--- src/rtl/uart_pkg.sv ---
// Shared UART definitions: parity mode codes and parity engine FSM states.
package uart_pkg;

  localparam logic [1:0] PAR_EVEN  = 2'b00;
  localparam logic [1:0] PAR_ODD   = 2'b01;
  localparam logic [1:0] PAR_MARK  = 2'b10;
  localparam logic [1:0] PAR_SPACE = 2'b11;

  typedef enum logic {
    ST_IDLE = 1'b0,
    ST_CALC = 1'b1
  } par_state_e;

endpackage

--- src/rtl/uart_parity_engine.sv ---
// Bit-serial UART parity engine: folds one data bit per clock behind a
// valid/ready load, supports even/odd/mark/space and runtime word length.
// Optional RX parity compare is built when PAR_CHECK_EN is defined.
module uart_parity_engine
  import uart_pkg::*;
#(
  parameter int unsigned DATA_WIDTH = 8,
  parameter int unsigned WLEN_W     = $clog2(DATA_WIDTH + 1)
) (
  input  logic                  CLK,
  input  logic                  RST,
  input  logic [DATA_WIDTH-1:0] P_DATA,
  input  logic                  Data_Valid,
  input  logic                  BUSY,
  input  logic                  PAR_EN,
  input  logic [1:0]            PAR_MODE,
  input  logic [WLEN_W-1:0]     WORD_LEN,
`ifdef PAR_CHECK_EN
  input  logic                  Rx_Par_Bit,
  output logic                  Par_Err,
`endif
  output logic                  Ready,
  output logic                  Par_Bit,
  output logic                  Par_Valid
);

  localparam logic [WLEN_W-1:0] MAX_LEN = WLEN_W'(DATA_WIDTH);

  par_state_e              state_q, state_d;
  logic [DATA_WIDTH-1:0]   data_q, data_d;
  logic [WLEN_W-1:0]       len_q, len_d;
  logic [WLEN_W-1:0]       cnt_q, cnt_d;
  logic                    acc_q, acc_d;
  logic                    odd_q, odd_d;
  logic                    par_bit_q, par_bit_d;
  logic                    par_valid_q, par_valid_d;
`ifdef PAR_CHECK_EN
  logic                    rx_q, rx_d;
  logic                    par_err_q, par_err_d;
`endif

  logic                    load_c;
  logic [DATA_WIDTH-1:0]   data_shift_c;
  logic                    bit_c;
  logic                    result_c;

  assign Ready        = (state_q == ST_IDLE);
  assign load_c       = Data_Valid && Ready && !BUSY;
  assign data_shift_c = data_q >> cnt_q;
  assign bit_c        = data_shift_c[0];
  assign result_c     = acc_q ^ bit_c ^ odd_q;

  // State and datapath registers.
  always_ff @(posedge CLK or negedge RST) begin
    if (!RST) begin
      state_q     <= ST_IDLE;
      data_q      <= '0;
      len_q       <= '0;
      cnt_q       <= '0;
      acc_q       <= 1'b0;
      odd_q       <= 1'b0;
      par_bit_q   <= 1'b0;
      par_valid_q <= 1'b0;
`ifdef PAR_CHECK_EN
      rx_q        <= 1'b0;
      par_err_q   <= 1'b0;
`endif
    end else begin
      state_q     <= state_d;
      data_q      <= data_d;
      len_q       <= len_d;
      cnt_q       <= cnt_d;
      acc_q       <= acc_d;
      odd_q       <= odd_d;
      par_bit_q   <= par_bit_d;
      par_valid_q <= par_valid_d;
`ifdef PAR_CHECK_EN
      rx_q        <= rx_d;
      par_err_q   <= par_err_d;
`endif
    end
  end

  // Next-state: load/clamp in IDLE, fold one bit per clock in CALC.
  always_comb begin
    state_d     = state_q;
    data_d      = data_q;
    len_d       = len_q;
    cnt_d       = cnt_q;
    acc_d       = acc_q;
    odd_d       = odd_q;
    par_bit_d   = par_bit_q;
    par_valid_d = par_valid_q;
`ifdef PAR_CHECK_EN
    rx_d        = rx_q;
    par_err_d   = par_err_q;
`endif
    unique case (state_q)
      ST_IDLE: begin
        if (load_c) begin
          data_d      = P_DATA;
          len_d       = ((WORD_LEN == '0) || (WORD_LEN > MAX_LEN)) ? MAX_LEN : WORD_LEN;
          cnt_d       = '0;
          acc_d       = 1'b0;
          odd_d       = (PAR_MODE == PAR_ODD);
          par_valid_d = 1'b0;
`ifdef PAR_CHECK_EN
          rx_d        = Rx_Par_Bit;
          par_err_d   = 1'b0;
`endif
          if (PAR_EN && ((PAR_MODE == PAR_EVEN) || (PAR_MODE == PAR_ODD))) begin
            state_d = ST_CALC;
          end else begin
            // Fixed-value modes and disabled parity resolve on the load edge.
            par_bit_d   = PAR_EN && (PAR_MODE == PAR_MARK);
            par_valid_d = 1'b1;
`ifdef PAR_CHECK_EN
            par_err_d   = (Rx_Par_Bit != (PAR_EN && (PAR_MODE == PAR_MARK)));
`endif
          end
        end
      end
      ST_CALC: begin
        acc_d = acc_q ^ bit_c;
        cnt_d = cnt_q + WLEN_W'(1);
        if (cnt_q == (len_q - WLEN_W'(1))) begin
          par_bit_d   = result_c;
          par_valid_d = 1'b1;
          state_d     = ST_IDLE;
`ifdef PAR_CHECK_EN
          par_err_d   = (rx_q != result_c);
`endif
        end
      end
      default: state_d = ST_IDLE;
    endcase
  end

  assign Par_Bit   = par_bit_q;
  assign Par_Valid = par_valid_q;
`ifdef PAR_CHECK_EN
  assign Par_Err   = par_err_q;
`endif

endmodule

--- config.mk ---
export PLATFORM = sky130hd
export DESIGN_NAME = uart_parity_engine
export DESIGN_NICKNAME = d
export VERILOG_FILES = /design/src/rtl/uart_pkg.sv /design/src/rtl/uart_parity_engine.sv
export SDC_FILE = /design/constraint.sdc
export NUM_CORES = 1
export LEC_CHECK = 0
export ABC_AREA = 1
export CAP_MARGIN = 0
export CORE_MARGIN = 4
export CORE_UTILIZATION = 45
export DETAILED_ROUTE_END_ITERATION = 12
export PLACE_DENSITY_LB_ADDON = 0.12
export SYNTH_ARGS = -nofsm -noshare
export SYNTH_HDL_FRONTEND = slang
export SYNTH_SLANG_ARGS = --single-unit
--- constraint.sdc ---
create_clock -name CLK -period 1.9 [get_ports CLK]
set_input_delay 0.19 -clock CLK [delete_from_list [all_inputs] [get_ports CLK]]
set_output_delay 0.19 -clock CLK [all_outputs]
set_load 0.05 [all_outputs]
==> impl.org <==
** Clock network
- The clock net in this run drives a total of 21 sinks.
- Post-CTS sizing :: 0
- Count of H-tree levels built during CTS :: 1
- TritonCTS Buffers :: 3
- Post-CTS Setup Repair Bufs :: 0
- TritonCTS clock tree :: built
- Clock slew seen by the registers of the worst setup and hold paths :: around 0.12 ns
- The clock reaches the later pin of the worst-skew pair after 0.31 ns.
- Hold buffer count at cts :: 0
- In this run the deepest clock path goes through 2 buffers.
- Root cell of the clock tree :: sky130_fd_sc_hd__clkbuf_4

** Detailed routing
- Number of nets with antenna violations after routing :: 0
- Avg WL per Cell :: ~11 um
- For this block, the via count after detailed routing is between 900 and 1000.
- For this block, the initial DRC count from the detailed router was 13.
- For this block, the routed nets add up to 2200 um of wire.
- Average via count per standard cell :: 5.01
- DRT Pass-1 Iters :: 4
- In the routed design, unresolved DRC markers number 0.

** Pwr
- Dividing total power by cell area gives a power density of between 1000 and 1500 nW/um2.
- Portion of total power attributed to the clock network :: a little over a tenth
- Cell internal power was estimated by the tool at about 1100 uW.
- Part of the total power dissipated in sequential elements :: 39.1%
- Switching power total :: 922 uW
- Switching Share :: approximately 45%
- The worst-case IR drop observed on VDD is 1.06 mV.
- Fraction of power consumed by combinational cells :: 50.2%
- Pleak :: approximately 0.00066 uW

** Die
- DIE WIDTH :: slightly below 60 um
- I/O pin cnt :: 22
- Cell Rows :: 17
- Die Y :: a little under 60 um
- Starting Density :: 48.9%
- The die covers between 3000 and 4000 um2.
- The total area inside the core boundary comes to about 2300 um2.

** Setup path
- Slowest cell on crit path :: sky130_fd_sc_hd__clkdlybuf4s50_1
- Worst Path Buf+Inv :: 1
- For this run, the slowest stage of the critical path takes roughly 0.8 ns.
- For the worst setup path, the data required time is around 1.7 ns.
- Traced cell by cell, the critical path runs through clkdlybuf4s50_1.
- Along the worst path, the maximum fanout reaches 2.
- Endpoint kind of the worst setup timing path :: output pin
- Crit Path Class :: reg -> out
- Number of gates on the worst path with buffers counted :: 1
- Counting cells, the worst reg-to-reg path comes to 10.
- Grouping stages by cell kind, the critical path spends the most delay in buffers and inverters.
- The worst setup path is launched from a flop.
- For the worst setup path, the data arrival time is ~1.5 ns.

** Timing
- The worst path needs 1.68 ns of the cycle, external delays included.
- In the final timing run, aggregate negative setup slack is 0 ns.
- On the final layout, the worst clock skew is roughly 0.0059 ns.
- RSZ-0062 raised after global routing :: no
- Highest clock frequency the design can meet :: 595 MHz
- Worst-case headroom to the max-slew limit :: approximately two thirds
- Final-report hold violation count :: 0
- Setup violations remaining at the end of the flow were counted as 0.
- The worst path uses between 80% and 90% of the clock period.
- Transition time at the pin with the least slew margin :: 0.497 ns
- The max-slew violation count is 0.

** GRT
- Number of global-route vias before repair :: a little under 900
- The first global-routing pass estimated 3840 um of wire.
- Antenna violations before repair :: 0
- Busiest grt layer :: met2
- Overall Global Routing Usage :: between 10 and 15%
- Met2 track utilization from global routing :: between 20% and 30%
- Global routing consumed, on the met1 layer, roughly a fifth of the routing resources.
- For this run the aggregate overflow at the end of global routing stands at 0.
- Pin count of the biggest net entering global routing :: 22
- Met3 track utilization from global routing :: 3.56%

** Outcome
- The run finished with clean final reports.

** Placed design
- Counting tap cells, the placed design contains a total of about 190 instances.
- At the end of routability-driven placement, the weighted congestion stood at a little under 0.8.
- In this run the tool buffered the top-level ports with 21 buffer cells.
- The wire-length estimate of the detail-placed layout is between 1500 and 2000 um.

** Synth
- By area, the combinational part of the netlist is dominated by simple AND/OR/NAND/NOR gates.
- After technology mapping, the gate count stands at between 100 and 150.
- Mapped Area :: 1120 um2
- Synthesis produced a netlist with a net count of 161.
- After Yosys synthesis, full adders, half adders and majority gates account for roughly 2.2% of the synthesized area.
- Simple-gate share of the synthesized area :: about 26%
- After synthesis, flip-flops and latches occupy approximately 47% of the total area.
- Dividing the synthesized area by the synthesized cell count gives 8.02 um2.
- Summing the areas of all compound-gate instances in the mapped netlist gives between 10% and 20% of the synthesized area.
- In this run, distinct cell masters in the synthesized netlist total 25.
- Mux share of post-synthesis cell area :: 0%
- Of the total synthesized cell area, the portion taken by XOR and XNOR cells is between 4 and 5%.
- Flip-flop and latch count after synthesis :: 21
- Synth warn :: 0

** Final layout
- Of the cells placed in the final design, the portion with a size suffix greater than 1 is about a tenth.
- Relative to the synthesized area, the layout overhead comes to 22.9%.
- For this run, the post-layout net count is approximately 190.
- The repair_antennas step left the layout with diodes totalling 0.
- The finished layout holds ~190 standard cells, fillers aside.

** Worst hold path
- Hold WC Path Type :: in -> async

** Run
- Max-cap violations :: 0
per-layer routing:
metal	vias to the layer above	wire length, um
met3	3	171
met2	30	1010
li1	500	-
met4	0	23
met5	-	0
met1	423	989
power by group through the flow:
stage / combinational [uW] / sequential (uW) / clock (uW)
after floorplan: 805 / 819 / 0
after global placement: 1010 / 816 / 0
after detailed placement: 1040 / 819 / 0
after CTS: 1050 / 809 / 227
after global routing: 1170 / 840 / 250
final: 1030 / 807 / 221
kinds of logic (layout without fill, tap and decap cells):
| logic type | after synthesis | after routing |
|---|---|---|
| AO/OA/AOI/OAI | 20 | 20 |
| XOR/XNOR | 5 | 5 |
| adder cells (fa/ha/maj) | 2 | 2 |
| buffers and inverters | 28 | 51 |
| flip-flops | 21 | 21 |
| AND/OR/NAND/NOR | 64 | 64 |
cells in the final DEF, fill, tap and decap left out, types with 3 or more instances in the layout:
master	instances
sky130_fd_sc_hd__clkbuf_4	3
sky130_fd_sc_hd__buf_4	3
sky130_fd_sc_hd__o21ai_0	3
sky130_fd_sc_hd__nand3_1	18
sky130_fd_sc_hd__nand4_1	3
sky130_fd_sc_hd__o21ai_1	14
sky130_fd_sc_hd__inv_1	18
sky130_fd_sc_hd__inv_2	3
sky130_fd_sc_hd__clkdlybuf4s50_1	20
sky130_fd_sc_hd__nand2_1	32
sky130_fd_sc_hd__dfrtp_1	21
sky130_fd_sc_hd__nor2_1	6
state kept, by name (all words and copies together) (netlist names):
register and flops:
state_q 1, len_q 4, acc_q 1, odd_q 1, Par_Valid 1, cnt_q 4, Par_Bit 1, data_q 8
through the flow:
step                util [%]  hold WS, ns  setup WS, ns  instance area, um2  power [uW]
detailed placement      58.8        0.480         0.290                1350        1860
floorplan                  -       -0.106         0.425                1120        1620
CTS                     60.0        0.221         0.211                1380        2080
finish                  60.0        0.212         0.219                1380        2060
global placement        58.8        0.477         0.357                1350        1820
global route            60.0        0.230         0.132                1380        2260
cell usage after synthesis (all sizes together):
cell | n | share of area [%]
a21oi | 1 | 0.78
buf | 4 | 2.6
clkinv | 2 | 0.67
dfrtp | 21 | 47
ha | 2 | 2.2
inv | 22 | 7.6
nand2 | 34 | 12
nand3 | 19 | 8.9
nand4 | 3 | 1.7
nor2 | 7 | 2.6
nor4 | 1 | 0.56
o2111a | 1 | 1.0
o21ai | 17 | 7.6
o31ai | 1 | 0.67
xnor2 | 3 | 3.0
xor2 | 2 | 1.6
final timing paths:
path,start,end,slack (ns)
hold reg to reg,Par_Valid,Par_Valid,0.51
min in group CLK,P_DATA[0],data_q[0],0.41
setup reg to reg,len_q[0],Par_Bit,0.27
setup / recovery,Par_Valid,Par_Valid,0.22
max in group asynchronous,RST,data_q[1],1.47
hold / removal,RST,data_q[6],0.21
layout make-up:
cell class                 count  area (um2)
fill                         206         918
inverter                      24        92.6
multi-input combinational     91         475
timing repair buffer          23         223
sequential                    21         526
clock inverter                 1        5.00
clock buffer                   3        22.5
tap                           28        35.0
Power figures use the tool's default switching activity.
